$ cat src/rtl/stream_packer.sv
`default_nettype none
// ============================================================================
// Module      : stream_packer
// Description : Gathers up to BEATS narrow beats into one wide word and applies
//               a per-frame {>>SLICE{}} / {<<SLICE{}} streaming reorder.
// Revision    : 1.0 - initial release
// ============================================================================
module stream_packer #(
    parameter int IN_W  = 8,
    parameter int BEATS = 3,
    parameter int SLICE = 7,
    parameter int OUT_W = 24
) (
    input  logic                           clk,
    input  logic                           rst,
    input  logic                           in_valid,
    output logic                           in_ready,
    input  logic [IN_W-1:0]                in_data,
    input  logic                           in_last,
    input  logic                           in_dir,
    output logic                           out_valid,
    input  logic                           out_ready,
    output logic [OUT_W-1:0]               out_data,
    output logic [$clog2(BEATS+1)-1:0]     out_count
);

    localparam int c_ACC_W = IN_W * BEATS;
    localparam int c_CNT_W = $clog2(BEATS + 1);

    logic [c_ACC_W-1:0] r_acc;
    logic [c_CNT_W-1:0] r_cnt;
    logic               r_dir;

    logic [c_ACC_W-1:0] w_stream;
    logic [c_CNT_W-1:0] w_n;
    logic               w_dir;
    logic               w_accept;
    logic               w_end;
    logic [OUT_W-1:0]   w_fwd;
    logic [OUT_W-1:0]   w_rev;
    logic [OUT_W-1:0]   w_packed;

    assign in_ready = !out_valid || out_ready;
    assign w_accept = in_valid && in_ready;
    assign w_end    = w_accept && (in_last || (r_cnt == c_CNT_W'(BEATS - 1)));
    assign w_n      = r_cnt + c_CNT_W'(1);
    assign w_dir    = (r_cnt == '0) ? in_dir : r_dir;

    // Accumulator contents with the current beat dropped into its slot; unused
    // slots are always zero, so the stream is left-justified for any length.
    for (genvar gs = 0; gs < BEATS; gs++) begin : g_slot
        assign w_stream[(BEATS-1-gs)*IN_W +: IN_W] =
            (r_cnt == c_CNT_W'(gs)) ? in_data : r_acc[(BEATS-1-gs)*IN_W +: IN_W];
    end

    assign w_fwd = OUT_W'(w_stream) << (OUT_W - c_ACC_W);

    // One slice-reversed candidate per frame length, OR-chained under a one-hot select.
    for (genvar gn = 1; gn <= BEATS; gn++) begin : g_len
        localparam int c_S = gn * IN_W;
        logic [OUT_W-1:0] w_rev_n;
        logic [OUT_W-1:0] w_sel;

        for (genvar gi = 0; gi < c_S; gi++) begin : g_bit
            localparam int c_K  = gi / SLICE;
            localparam int c_WK = ((c_S - c_K * SLICE) < SLICE) ? (c_S - c_K * SLICE) : SLICE;
            assign w_rev_n[OUT_W - c_K * SLICE - c_WK + (gi % SLICE)] = w_stream[c_ACC_W - c_S + gi];
        end

        if (c_S < OUT_W) begin : g_pad
            assign w_rev_n[OUT_W-c_S-1:0] = '0;
        end

        if (gn == 1) begin : g_first
            assign w_sel = (w_n == c_CNT_W'(gn)) ? w_rev_n : '0;
        end else begin : g_next
            assign w_sel = g_len[gn-1].w_sel | ((w_n == c_CNT_W'(gn)) ? w_rev_n : '0);
        end
    end

    assign w_rev    = g_len[BEATS].w_sel;
    assign w_packed = w_dir ? w_rev : w_fwd;

    always_ff @(posedge clk) begin
        if (rst) begin
            r_acc     <= '0;
            r_cnt     <= '0;
            r_dir     <= 1'b0;
            out_valid <= 1'b0;
            out_data  <= '0;
            out_count <= '0;
        end else begin
            if (w_accept) begin
                if (w_end) begin
                    r_acc <= '0;
                    r_cnt <= '0;
                end else begin
                    r_acc <= w_stream;
                    r_cnt <= w_n;
                    if (r_cnt == '0) begin
                        r_dir <= in_dir;
                    end
                end
            end
            // A frame end alongside a drain reloads, keeping out_valid high.
            if (w_end) begin
                out_valid <= 1'b1;
                out_data  <= w_packed;
                out_count <= w_n;
            end else if (out_ready) begin
                out_valid <= 1'b0;
            end
        end
    end

endmodule
`default_nettype wire

$ cat config.mk
export PLATFORM = sky130hd
export DESIGN_NAME = stream_packer
export DESIGN_NICKNAME = d
export VERILOG_FILES = /design/src/rtl/stream_packer.sv
export SDC_FILE = /design/constraint.sdc
export NUM_CORES = 1
export LEC_CHECK = 0
export CAP_MARGIN = 20
export CORE_MARGIN = 3
export CORE_UTILIZATION = 45
export CTS_CLUSTER_SIZE = 28
export DETAILED_ROUTE_END_ITERATION = 10
export PLACE_DENSITY = 0.79
export SETUP_SLACK_MARGIN = 0.02
export SKIP_CTS_REPAIR_TIMING = 1
export SYNTH_ARGS = -nofsm -noshare
export SYNTH_HDL_FRONTEND = slang
export SYNTH_SLANG_ARGS = --single-unit
$ cat constraint.sdc
create_clock -name clk -period 2.9 [get_ports clk]
set_clock_uncertainty 0.15 [all_clocks]
set_input_delay 0.29 -clock clk [delete_from_list [all_inputs] [get_ports clk]]
set_output_delay 0.29 -clock clk [all_outputs]
set_load 0.05 [all_outputs]
==> impl_results.rst, run 1 <==
.. list-table::
   :header-rows: 1

   * - Metric
     - Value
   * - Clk root buf
     - sky130_fd_sc_hd__clkbuf_8
   * - Inserted Diodes
     - 0
   * - DRC Markers
     - 0
   * - Post-DP Area
     - 3171 um^2
   * - Netlist area before placement
     - 2674 um^2
   * - Final layout net count
     - 353
   * - Detailed-routing wirelength on met1
     - 3106 um
   * - Share of flip-flops with an asynchronous set or reset after synthesis
     - 0%
   * - Met3 WL post-DR
     - 468 um
   * - Iteration-0 DRC Markers
     - 322
   * - Htree depth
     - 2
   * - Ports placed on the boundary
     - 42
   * - Largest delay share family, worst path
     - buffers and inverters
   * - Max-capacitance violation count
     - 0
   * - Status
     - finished clean
   * - Endpoint kind of the worst setup timing path
     - primary output
   * - Critical Path Most Common Cell
     - sky130_fd_sc_hd__clkdlybuf4s50_1
   * - Critical path launch point type
     - primary input
   * - Worst setup path category
     - in2out
   * - Max Freq
     - 428.4 MHz
   * - TritonCTS Sinks
     - 54
   * - Number of cells traversed by the worst register-to-register path
     - 7
   * - Routed vias
     - 2483
   * - Cells on Worst Hold Path
     - 2
   * - Commonest register cell after synthesis
     - sky130_fd_sc_hd__dfxtp_1
   * - Maximum number of pins on one net before global-route repair
     - 40
   * - CTS buffer count
     - 5
   * - Tot GR Track Use
     - 19.98%
   * - Synthesis Warnings
     - 0
   * - Post-synthesis area per instance
     - 9.095 um^2
   * - Gate count after technology mapping
     - 294
   * - Delay contributed by the slowest stage of the critical path
     - 0.76 ns
   * - Clock tree from TritonCTS
     - done
   * - Initial cell density of the core
     - 47.39%
   * - Final Wtd Congestion
     - 0.9036
   * - Fraction of layout cells with a size suffix above 1
     - 14.03%
   * - Final global-route overflow total
     - 0
   * - Final-report setup violation count
     - 0
   * - Critical Path, Cell by Cell
     - clkdlybuf4s50_1, nor2b_4, clkinv_1, clkdlybuf4s50_1
   * - Setup repair after global routing missed its margin
     - false
   * - Peak fanout along the critical path
     - 8
   * - Fill cells
     - 485
   * - Final HPWL DP
     - 4924 um
   * - Aggregate negative setup slack
     - 0 ns
   * - Uppermost layer routed
     - met4
   * - Pwr Total
     - 1.702 mW
   * - Leakage power summed over all cells
     - 1.211 nW
   * - Final Max Slew Viols
     - 0
   * - Ratio of total power to cell area
     - 518.9 nW/um^2
   * - Worst slew margin relative to its limit
     - 62.15%
   * - Slew at the pin closest to its max-slew limit
     - 0.5535 ns
   * - Count of unique library cells instantiated by Yosys
     - 49
   * - Depth of the critical timing path with buffers and inverters included
     - 4
   * - Crit-path slowest cell
     - sky130_fd_sc_hd__clkdlybuf4s50_1
   * - Site row count
     - 27
   * - Final Instance Area
     - 3281 um^2
   * - Total nets after synthesis
     - 313
   * - CP Buf/Inv Count
     - 3
   * - Sequential-to-total area share from yosys stat
     - 40.43%
   * - WL per Instance
     - 17.14 um
   * - Width of the die
     - 83.09 um
   * - Highest ir drop seen on vdd
     - 0.0002726 V
   * - DR pass1 iterations
     - 5
   * - Min Clock Period, post-route
     - 2.334 ns
   * - Clock network latency to the later pin of the worst-skew pair
     - 0.31 ns
   * - Die Y-Extent
     - 83.09 um
   * - Hold WC Path Type
     - reg2reg
   * - Required arrival time at the worst endpoint
     - 2.46 ns
   * - Via/cell ratio
     - 6.101
   * - Post-route clock period utilization
     - 80.50%
   * - Post-detailed-route count of antenna-violating nets
     - 0
   * - Area of the die
     - 6903 um^2
   * - Vias in the first global route
     - 2238
   * - Wire length of the first global-routing pass
     - 11180 um
   * - Number of I/O port buffers
     - 41
   * - Number of antenna violations at the first check in global routing
     - 0
   * - Register bit total from synthesis
     - 54
   * - Core Area
     - 5642 um^2
   * - CTS Buffer Depth
     - 2
   * - Final Hold Viols
     - 0
   * - Arrival time at the worst endpoint
     - 1.89 ns
   * - Count of flip-flops with a built-in enable after synthesis
     - 0
   * - Register clock-pin slew on the reported worst setup and hold paths
     - 0.09 ns
   * - Total wire length after detailed routing
     - 6977 um
   * - Area growth, synth to finish
     - 22.70%
   * - Routed wire length on met2
     - 3184 um
## stage by stage
step	util (%)	setup slack [ns]	hold slack (ns)	std cells
finish	58.15	0.5656	0.3090	407
global route	58.15	0.3958	0.3375	407
CTS	58.15	0.5668	0.3129	407
detailed placement	56.20	0.5139	0.2945	399
global placement	56.20	0.5974	0.2915	399
floorplan	-	0.4591	0.2798	294
## where the power goes
part	internal (mW)	switching, mW	total (mW)
Sequential	0.772	0.0187	0.791
Clock	0.258	0.244	0.501
Combinational	0.157	0.253	0.410
Total	1.19	0.515	1.70
## worst register-to-register path: cells and delay by family, from the launching register on
kind                     cells  cell delay (ns)
buffers and inverters        2             0.39
AND/OR/NAND/NOR              3             0.82
flip-flops                   1             0.34
AO/OA/AOI/OAI                1             0.33
adder cells (fa/ha/maj)      1             0.20
## state kept, by name, indices dropped and copies added, names as in the netlist
register	flops
out_data	24
r_acc	24
out_count	2
r_cnt	2
out_valid	1
r_dir	1
## cells in the mapped netlist (6+ instances only)
master | n | area [um^2]
sky130_fd_sc_hd__dfxtp_1 | 54 | 1081
sky130_fd_sc_hd__nor2_1 | 43 | 161.4
sky130_fd_sc_hd__nand2_1 | 20 | 75.07
sky130_fd_sc_hd__a21oi_1 | 18 | 90.09
sky130_fd_sc_hd__mux2_2 | 16 | 180.2
sky130_fd_sc_hd__a32oi_1 | 12 | 105.1
sky130_fd_sc_hd__o211ai_1 | 11 | 82.58
sky130_fd_sc_hd__buf_2 | 10 | 50.05
sky130_fd_sc_hd__a22oi_1 | 8 | 60.06
sky130_fd_sc_hd__and2_1 | 8 | 50.05
sky130_fd_sc_hd__clkbuf_1 | 7 | 26.28
sky130_fd_sc_hd__a221oi_1 | 6 | 52.55
## cell families after synthesis
| logic type | count (synthesis) | share of synthesized area [%] |
|---|---|---|
| multiplexers | 22 | 9.359 |
| AO/OA/AOI/OAI | 86 | 24.38 |
| adder cells (fa/ha/maj) | 5 | 2.340 |
| flip-flops | 54 | 40.43 |
| buffers and inverters | 29 | 5.802 |
| AND/OR/NAND/NOR | 98 | 17.69 |
## placed cells by master, fill, tap and decap left out, drive strengths merged, types with 5 or more instances in the layout
| cell type | Yosys | final |
|---|---|---|
| buf | 17 | 16 |
| nor3 | 6 | 6 |
| and2 | 8 | 8 |
| dfxtp | 54 | 54 |
| a221oi | 7 | 7 |
| clkbuf | 7 | 6 |
| ha | 5 | 5 |
| nand2 | 21 | 21 |
| a211oi | 5 | 5 |
| a32oi | 12 | 12 |
| nor2 | 44 | 44 |
| a22oi | 8 | 8 |
| a21oi | 18 | 18 |
| mux2 | 18 | 18 |
| nand2b | 5 | 5 |
| clkdlybuf4s50 | 0 | 41 |
| o211ai | 11 | 11 |
## path summary, 6_finish.rpt
| path | startpoint | endpoint | slack, ns |
|---|---|---|---|
| setup reg to reg | r_cnt[0] | out_data[13] | 0.57 |
| hold / removal | out_data[17] | out_data[17] | 0.31 |
| setup / recovery | out_ready | in_ready | 0.57 |
| hold reg to reg | out_data[17] | out_data[17] | 0.31 |
## layout make-up
cell class	instances	area [um^2]	area share, %
repair buffers	57	543.0	16.55
inverters	5	18.77	0.5721
clock inverters	2	37.54	1.144
flip-flops and latches	54	1081	32.95
clock buffers	6	72.57	2.212
well taps	72	90.09	2.746
multi-input cells	211	1438	43.82
## per-layer routing
layer	track usage (%)	vias to the layer above
li1	-	1161
met1	26.32	1180
met2	31.49	121
met3	3.472	21
met4	9.807	0
met5	0	-
Power figures use the tool's default switching activity.
==> run 2: changes to the inputs <==
--- a/config.mk
+++ b/config.mk
@@ -10,7 +10,7 @@
 export CORE_UTILIZATION = 45
 export CTS_CLUSTER_SIZE = 28
 export DETAILED_ROUTE_END_ITERATION = 10
-export PLACE_DENSITY = 0.79
+export PLACE_DENSITY = 0.81
 export SETUP_SLACK_MARGIN = 0.02
 export SKIP_CTS_REPAIR_TIMING = 1
 export SYNTH_ARGS = -nofsm -noshare
==> constraint.sdc (replaced) <==
create_clock -name clk -period 2 [get_ports clk]
set_clock_uncertainty 0.15 [all_clocks]
set_input_delay 0.2 -clock clk [delete_from_list [all_inputs] [get_ports clk]]
set_output_delay 0.2 -clock clk [all_outputs]
set_load 0.05 [all_outputs]
==> run 2 against run 1 <==
Sequential share of layout area fell by 4.4 points. Combinational power rose by 85%. Count of clock-buffer cells in the layout did not move. Critical path type is now reg2reg. Wire length rose by 18%. Via count rose by 12%. Critical endpoint is now out_data[13]. Die area did not move. Global-route usage rose by 1.9 points. Final cell count rose by 12%.
==> impl_results.rst, run 2 (same netlist as run 1, synthesis figures left out) <==
.. list-table::
   :header-rows: 1

   * - Metric
     - Value
   * - Delay contributed by the slowest stage of the critical path
     - 0.47 ns (was 0.76 ns)
   * - Maximum number of pins on one net before global-route repair
     - 29 (was 40)
   * - Regs by FF count
     - out_data (24), r_acc (24) (unchanged)
   * - Critical Path, Cell by Cell
     - inv_2, ha_4, mux2_4, a2111oi_1, buf_4, a2111oi_2 (was clkdlybuf4s50_1, nor2b_4, clkinv_1, clkdlybuf4s50_1)
   * - Worst Hold Margin
     - 0.3115 ns (was 0.3090 ns)
   * - Site row count
     - 27 (unchanged)
   * - Ratio of total power to cell area
     - 671.1 nW/um^2 (was 518.9 nW/um^2)
   * - Critical path launch point type
     - register (was primary input)
   * - Register clock-pin slew on the reported worst setup and hold paths
     - 0.10 ns (was 0.09 ns)
   * - Leading cell type in the layout, fill and taps excluded
     - sky130_fd_sc_hd__buf_4 (was sky130_fd_sc_hd__dfxtp_1)
   * - Final Wtd Congestion
     - 0.8905 (was 0.9036)
   * - Crit-path slowest cell
     - sky130_fd_sc_hd__a2111oi_1 (was sky130_fd_sc_hd__clkdlybuf4s50_1)
   * - Endpoint kind of the worst setup timing path
     - register (was primary output)
   * - Area growth, synth to finish
     - 42.21% (was 22.70%)
   * - Leakage power summed over all cells
     - 1.498 nW (was 1.211 nW)
   * - TritonCTS Sinks
     - 54 (unchanged)
   * - Core Area
     - 5642 um^2 (unchanged)
   * - Highest ir drop seen on vdd
     - 0.0005300 V (was 0.0002726 V)
   * - Die Y-Extent
     - 83.09 um (unchanged)
   * - Post-detailed-route count of antenna-violating nets
     - 0 (unchanged)
   * - Ports placed on the boundary
     - 42 (unchanged)
   * - Commonest cells after routing, fill and taps aside
     - sky130_fd_sc_hd__buf_4, sky130_fd_sc_hd__dfxtp_1, sky130_fd_sc_hd__nor2_1, sky130_fd_sc_hd__clkdlybuf4s50_1, sky130_fd_sc_hd__nand2_1 (was sky130_fd_sc_hd__dfxtp_1, sky130_fd_sc_hd__nor2_1, sky130_fd_sc_hd__clkdlybuf4s50_1)
   * - Slack of the worst reg-to-reg path
     - 0.01 ns (was 0.57 ns)
   * - Post-route clock period utilization
     - 99.51%
   * - Peak fanout along the critical path
     - 7 (was 8)
   * - Max-capacitance violation count
     - 0 (unchanged)
   * - Via/cell ratio
     - 6.059 (was 6.101)
   * - CTS buffer count
     - 5 (unchanged)
   * - Hold Path Origin
     - out_data[14] (was out_data[17])
   * - Clk root buf
     - sky130_fd_sc_hd__clkbuf_8 (unchanged)
   * - Required arrival time at the worst endpoint
     - 2.05 ns (was 2.46 ns)
   * - DRC Markers
     - 0 (unchanged)
   * - Initial cell density of the core
     - 47.39% (unchanged)
   * - Final Hold Viols
     - 0 (unchanged)
   * - Max Freq
     - 502.5 MHz
   * - Final global-route overflow total
     - 0 (unchanged)
   * - Aggregate negative setup slack
     - 0 ns (unchanged)
   * - Width of the die
     - 83.09 um (unchanged)
   * - Final layout net count
     - 403 (was 353)
   * - Inserted Diodes
     - 0 (unchanged)
   * - Min Clock Period, post-route
     - 1.990 ns
   * - Routed vias
     - 2769 (was 2483)
   * - Reg2reg start
     - r_cnt[1] (was r_cnt[0])
   * - Final HPWL DP
     - 5497 um (was 4924 um)
   * - Slew at the pin closest to its max-slew limit
     - 0.5010 ns (was 0.5535 ns)
   * - Vias in the first global route
     - 2535 (was 2238)
   * - Wire length of the first global-routing pass
     - 12410 um (was 11180 um)
   * - End point of the most critical hold path
     - out_data[14] (was out_data[17])
   * - CTS Buffer Depth
     - 2 (unchanged)
   * - Clock tree from TritonCTS
     - done (unchanged)
   * - Arrival time at the worst endpoint
     - 2.04 ns (was 1.89 ns)
   * - Cells on Worst Hold Path
     - 2 (unchanged)
   * - Number of antenna violations at the first check in global routing
     - 0 (unchanged)
   * - Tot GR Track Use
     - 21.91% (was 19.98%)
   * - DR pass1 iterations
     - 5 (unchanged)
   * - Hold WC Path Type
     - reg2reg (unchanged)
   * - Fraction of layout cells with a size suffix above 1
     - 31.69% (was 14.03%)
   * - Total wire length after detailed routing
     - 8265 um (was 6977 um)
   * - Final Max Slew Viols
     - 0 (unchanged)
   * - Area of the die
     - 6903 um^2 (unchanged)
   * - WL per Instance
     - 18.09 um (was 17.14 um)
   * - Final-report setup violation count
     - 0 (unchanged)
   * - Status
     - finished clean (unchanged)
   * - Number of I/O port buffers
     - 41 (unchanged)
   * - Worst setup path category
     - reg2reg (was in2out)
   * - Number of cells traversed by the worst register-to-register path
     - 6 (was 7)
   * - Capture instance of the worst register-to-register path
     - out_data[13] (unchanged)
   * - Clock network latency to the later pin of the worst-skew pair
     - 0.31 ns (about the same)
   * - Iteration-0 DRC Markers
     - 269 (was 322)
   * - Htree depth
     - 2 (unchanged)
   * - Worst slew margin relative to its limit
     - 66.50% (was 62.15%)
   * - Setup repair after global routing missed its margin
     - true (was false)
-- run 2: cell count changes in the layout (fill, tap and decap cells not counted), moves of 3 or more --
cell	previous run	this run
sky130_fd_sc_hd__ha_1	5	2
sky130_fd_sc_hd__buf_4	15	55
sky130_fd_sc_hd__nor2_1	43	40
sky130_fd_sc_hd__nor2_2	0	3
sky130_fd_sc_hd__mux2_4	2	6
sky130_fd_sc_hd__mux2_2	16	13
sky130_fd_sc_hd__buf_6	0	8
sky130_fd_sc_hd__a221oi_2	1	5
sky130_fd_sc_hd__a221oi_1	6	2
sky130_fd_sc_hd__dfxtp_1	54	51
-- run 2: worst max path at each step --
stage                    from      endpoint  depth (start not counted)
floorplan           out_valid   out_data[9]                          6
global placement     r_cnt[0]   out_data[6]                          7
detailed placement     in_dir  out_data[13]                          5
CTS                  r_cnt[0]  out_data[13]                          6
finish               r_cnt[1]  out_data[13]                          6
global route         r_cnt[1]  out_data[15]                          7
-- run 2: stage by stage --
stage / instances / setup slack, ns / area (um^2) / power (mW) / util [%]
finish: 457 / 0.009818 / 3802 / 2.552 / 67.40
global placement: 437 / -0.01477 / 3482 / 1.828 / 61.72
CTS: 445 / -0.07593 / 3577 / 2.478 / 63.41
floorplan: 294 / 0.02497 / 2693 / 1.576 / -
detailed placement: 437 / -0.07154 / 3482 / 1.839 / 61.72
global route: 457 / -0.05738 / 3802 / 2.658 / 67.40
-- run 2: final cells by class --
type | count | area [um^2]
fill | 413 | 1839
multi-input combinational | 212 | 1559
sequential | 54 | 1087
timing repair buffer | 106 | 948.4
tap | 72 | 90.09
clock buffer | 6 | 82.58
inverter | 5 | 22.52
clock inverter | 2 | 12.51
-- run 2: metal layers --
metal	part of all wire [%]	track usage, %	wire length (um)	up-vias
li1	-	-	-	1268
met1	41	27.58	3365	1322
met2	48	37.17	3991	146
met3	8.2	4.365	674	33
met4	2.8	7.578	234	0
met5	0	0	0	-
-- run 2: worst max-delay path: cells and delay by family, from the launching register on --
family | cells | cell delay [ns]
AOI/OAI and AO/OA | 2 | 0.51
DFF | 1 | 0.35
muxes | 1 | 0.35
buffers and inverters | 2 | 0.29
adders and majority gates | 1 | 0.22
-- run 2: where the power goes --
part	internal (mW)	switching (mW)	total (mW)
sequential	1.12	0.0289	1.15
clock	0.279	0.366	0.645
combinational	0.335	0.423	0.758
total	1.73	0.818	2.55
==> run 3: changes to the inputs <==
--- a/config.mk
+++ b/config.mk
@@ -13,6 +13,7 @@
 export PLACE_DENSITY = 0.81
 export SETUP_SLACK_MARGIN = 0.02
 export SKIP_CTS_REPAIR_TIMING = 1
+export SKIP_LAST_GASP = 1
 export SYNTH_ARGS = -nofsm -noshare
 export SYNTH_HDL_FRONTEND = slang
 export SYNTH_SLANG_ARGS = --single-unit
==> run 3 against run 2 <==
The flow now finishes with violations (setup timing). Final cell count is the same. Global-route usage is the same. Non-clock buffer count is the same. Via count shrank 1.2%. First-iteration DRC count grew 43%. Critical path depth is the same. Highest routed layer unchanged. Wire length shrank 0.62%. Final area shrank 0.40%.
==> impl_results.rst, run 3 (same netlist as run 1, synthesis figures left out) <==
.. list-table::
   :header-rows: 1

   * - Metric
     - Value
   * - Post-detailed-route count of antenna-violating nets
     - 0 (unchanged)
   * - Inserted Diodes
     - 0 (unchanged)
   * - Critical path launch point type
     - register (unchanged)
   * - Leading cell type in the layout, fill and taps excluded
     - sky130_fd_sc_hd__buf_4 (unchanged)
   * - WL per Instance
     - 17.97 um (was 18.09 um)
   * - Total wire length after detailed routing
     - 8214 um (was 8265 um)
   * - Htree depth
     - 2 (unchanged)
   * - Required arrival time at the worst endpoint
     - 2.05 ns (about the same)
   * - Area taken by multi-input logic gates
     - 1544 um^2 (was 1559 um^2)
   * - Final layout net count
     - 403 (unchanged)
   * - Crit-path slowest cell
     - sky130_fd_sc_hd__a2111oi_1 (unchanged)
   * - Final Max Slew Viols
     - 0 (unchanged)
   * - Number of cells traversed by the worst register-to-register path
     - 6 (unchanged)
   * - CP Buf/Inv Count
     - 2 (unchanged)
   * - Highest ir drop seen on vdd
     - 0.0005333 V (was 0.0005300 V)
   * - Max-capacitance violation count
     - 0 (unchanged)
   * - Final-report setup violation count
     - 1 (was 0)
   * - Vias in the first global route
     - 2535 (unchanged)
   * - Initial cell density of the core
     - 47.39% (unchanged)
   * - Post-route clock period utilization
     - 100.6% (was 99.51%)
   * - Routed vias
     - 2736 (was 2769)
   * - Via/cell ratio
     - 5.987 (was 6.059)
   * - Setup repair after global routing missed its margin
     - true (unchanged)
   * - Cells on Worst Hold Path
     - 2 (unchanged)
   * - Largest delay share family, worst path
     - compound AO/OA/AOI/OAI gates (unchanged)
   * - Fill cells
     - 416 (was 413)
   * - Routed wire length on met2
     - 3993 um (was 3991 um)
   * - Core Area
     - 5642 um^2 (unchanged)
   * - Met3 WL post-DR
     - 626 um (was 674 um)
   * - Ports placed on the boundary
     - 42 (unchanged)
   * - Status
     - finished, violations left (was finished clean)
   * - TritonCTS Sinks
     - 54 (unchanged)
   * - Final HPWL DP
     - 5497 um (unchanged)
   * - Fraction of layout cells with a size suffix above 1
     - 30.91% (was 31.69%)
   * - Wire length of the first global-routing pass
     - 12410 um (unchanged)
   * - Area of the die
     - 6903 um^2 (unchanged)
   * - Worst setup path category
     - reg2reg (unchanged)
   * - CTS Buffer Depth
     - 2 (unchanged)
   * - Final Hold Viols
     - 0 (unchanged)
   * - Peak fanout along the critical path
     - 7 (unchanged)
   * - Worst Hold Margin
     - 0.3111 ns (was 0.3115 ns)
   * - Depth of the critical timing path with buffers and inverters included
     - 6 (unchanged)
   * - Detailed-routing wirelength on met1
     - 3395 um (was 3365 um)
   * - Number of antenna violations at the first check in global routing
     - 0 (unchanged)
   * - Regs by FF count
     - out_data (24), r_acc (24) (unchanged)
   * - Clock tree from TritonCTS
     - done (unchanged)
   * - Uppermost layer routed
     - met4 (unchanged)
   * - Slew at the pin closest to its max-slew limit
     - 0.5011 ns (was 0.5010 ns)
   * - Violated checks
     - setup timing
   * - Register clock-pin slew on the reported worst setup and hold paths
     - 0.10 ns (about the same)
   * - Hold WC Path Type
     - reg2reg (unchanged)
   * - Total area of sequential cells
     - 1087 um^2 (unchanged)
   * - Arrival time at the worst endpoint
     - 2.06 ns (was 2.04 ns)
   * - Commonest cells after routing, fill and taps aside
     - sky130_fd_sc_hd__buf_4, sky130_fd_sc_hd__dfxtp_1, sky130_fd_sc_hd__nor2_1 (was sky130_fd_sc_hd__buf_4, sky130_fd_sc_hd__dfxtp_1, sky130_fd_sc_hd__nor2_1, sky130_fd_sc_hd__clkdlybuf4s50_1, sky130_fd_sc_hd__nand2_1)
   * - Die Y-Extent
     - 83.09 um (unchanged)
   * - Maximum number of pins on one net before global-route repair
     - 29 (unchanged)
   * - Ratio of total power to cell area
     - 673.1 nW/um^2 (was 671.1 nW/um^2)
   * - Pwr Total
     - 2.549 mW (was 2.552 mW)
   * - Critical Path, Cell by Cell
     - inv_2, ha_4, mux2_4, a2111oi_1, buf_4, a2111oi_2 (unchanged)
   * - Final cell utilization of the core
     - 67.13% (was 67.40%)
   * - Number of I/O port buffers
     - 41 (unchanged)
   * - DRC Markers
     - 0 (unchanged)
   * - CTS buffer count
     - 5 (unchanged)
   * - Endpoint kind of the worst setup timing path
     - register (unchanged)
   * - Max Freq
     - 497.0 MHz (was 502.5 MHz)
   * - DR pass1 iterations
     - 5 (unchanged)
   * - Final global-route overflow total
     - 0 (unchanged)
   * - Final Wtd Congestion
     - 0.8905 (unchanged)
   * - Pre-CTS setup slack
     - -0.07154 ns (unchanged)
   * - Site row count
     - 27 (unchanged)
   * - Width of the die
     - 83.09 um (unchanged)
   * - Aggregate negative setup slack
     - -0.01206 ns (was 0 ns)
   * - Clock network latency to the later pin of the worst-skew pair
     - 0.31 ns (about the same)
   * - Tot GR Track Use
     - 21.91% (unchanged)
   * - Iteration-0 DRC Markers
     - 385 (was 269)
   * - Leakage power summed over all cells
     - 1.491 nW (was 1.498 nW)
   * - Worst slew margin relative to its limit
     - 66.49% (was 66.50%)
   * - Area growth, synth to finish
     - 41.65% (was 42.21%)
   * - Min Clock Period, post-route
     - 2.012 ns (was 1.990 ns)
   * - Post-route worst setup slack
     - -0.01206 ns (was 0.009818 ns)
   * - Clk root buf
     - sky130_fd_sc_hd__clkbuf_8 (unchanged)
   * - Delay contributed by the slowest stage of the critical path
     - 0.49 ns (was 0.47 ns)
-- run 3: cell counts in the layout (fill, tap and decap cells not counted) --
No cell type changed its count.
-- run 3: report_power, final --
| part | switching, mW | leakage [nW] | internal, mW | total [mW] |
|---|---|---|---|---|
| Clock | 0.370 | 0.0472 | 0.279 | 0.649 |
| Combinational | 0.418 | 1.00 | 0.333 | 0.752 |
| Sequential | 0.0287 | 0.441 | 1.12 | 1.15 |
| Total | 0.817 | 1.49 | 1.73 | 2.55 |
-- run 3: cell type report --
| class | instances | area share [%] |
|---|---|---|
| Clock buffer | 6 | 2.180 |
| Clock inverter | 2 | 0.3304 |
| Inverter | 5 | 0.5946 |
| Multi-Input combinational cell | 212 | 40.77 |
| Sequential cell | 54 | 28.71 |
| Tap cell | 72 | 2.379 |
| Timing Repair Buffer | 106 | 25.04 |
-- run 3: final timing paths --
kind | from | end | slack, ns
hold reg to reg | out_data[23] | out_data[23] | 0.31
setup / recovery | r_cnt[1] | out_data[13] | -0.01
setup reg to reg | r_cnt[1] | out_data[13] | -0.01
hold / removal | out_data[23] | out_data[23] | 0.31
-- run 3: worst min-delay path, cell delays in order (launching register included) --
cell                      delay [ns]
sky130_fd_sc_hd__dfxtp_1        0.32
sky130_fd_sc_hd__nand2_1        0.05
sky130_fd_sc_hd__a21oi_1        0.05
-- run 3: metal layers --
layer	vias to the layer above	global-route usage (%)
met1	1298	27.58
met3	25	4.365
met5	-	0
li1	1267	-
met2	146	37.17
met4	0	7.578
-- run 3: per-stage QoR --
stage / instances / cell area [um^2]
final: 457 / 3787
after global routing: 457 / 3787
after CTS: 445 / 3577
after detailed placement: 437 / 3482
after global placement: 437 / 3482
after floorplan: 294 / 2693
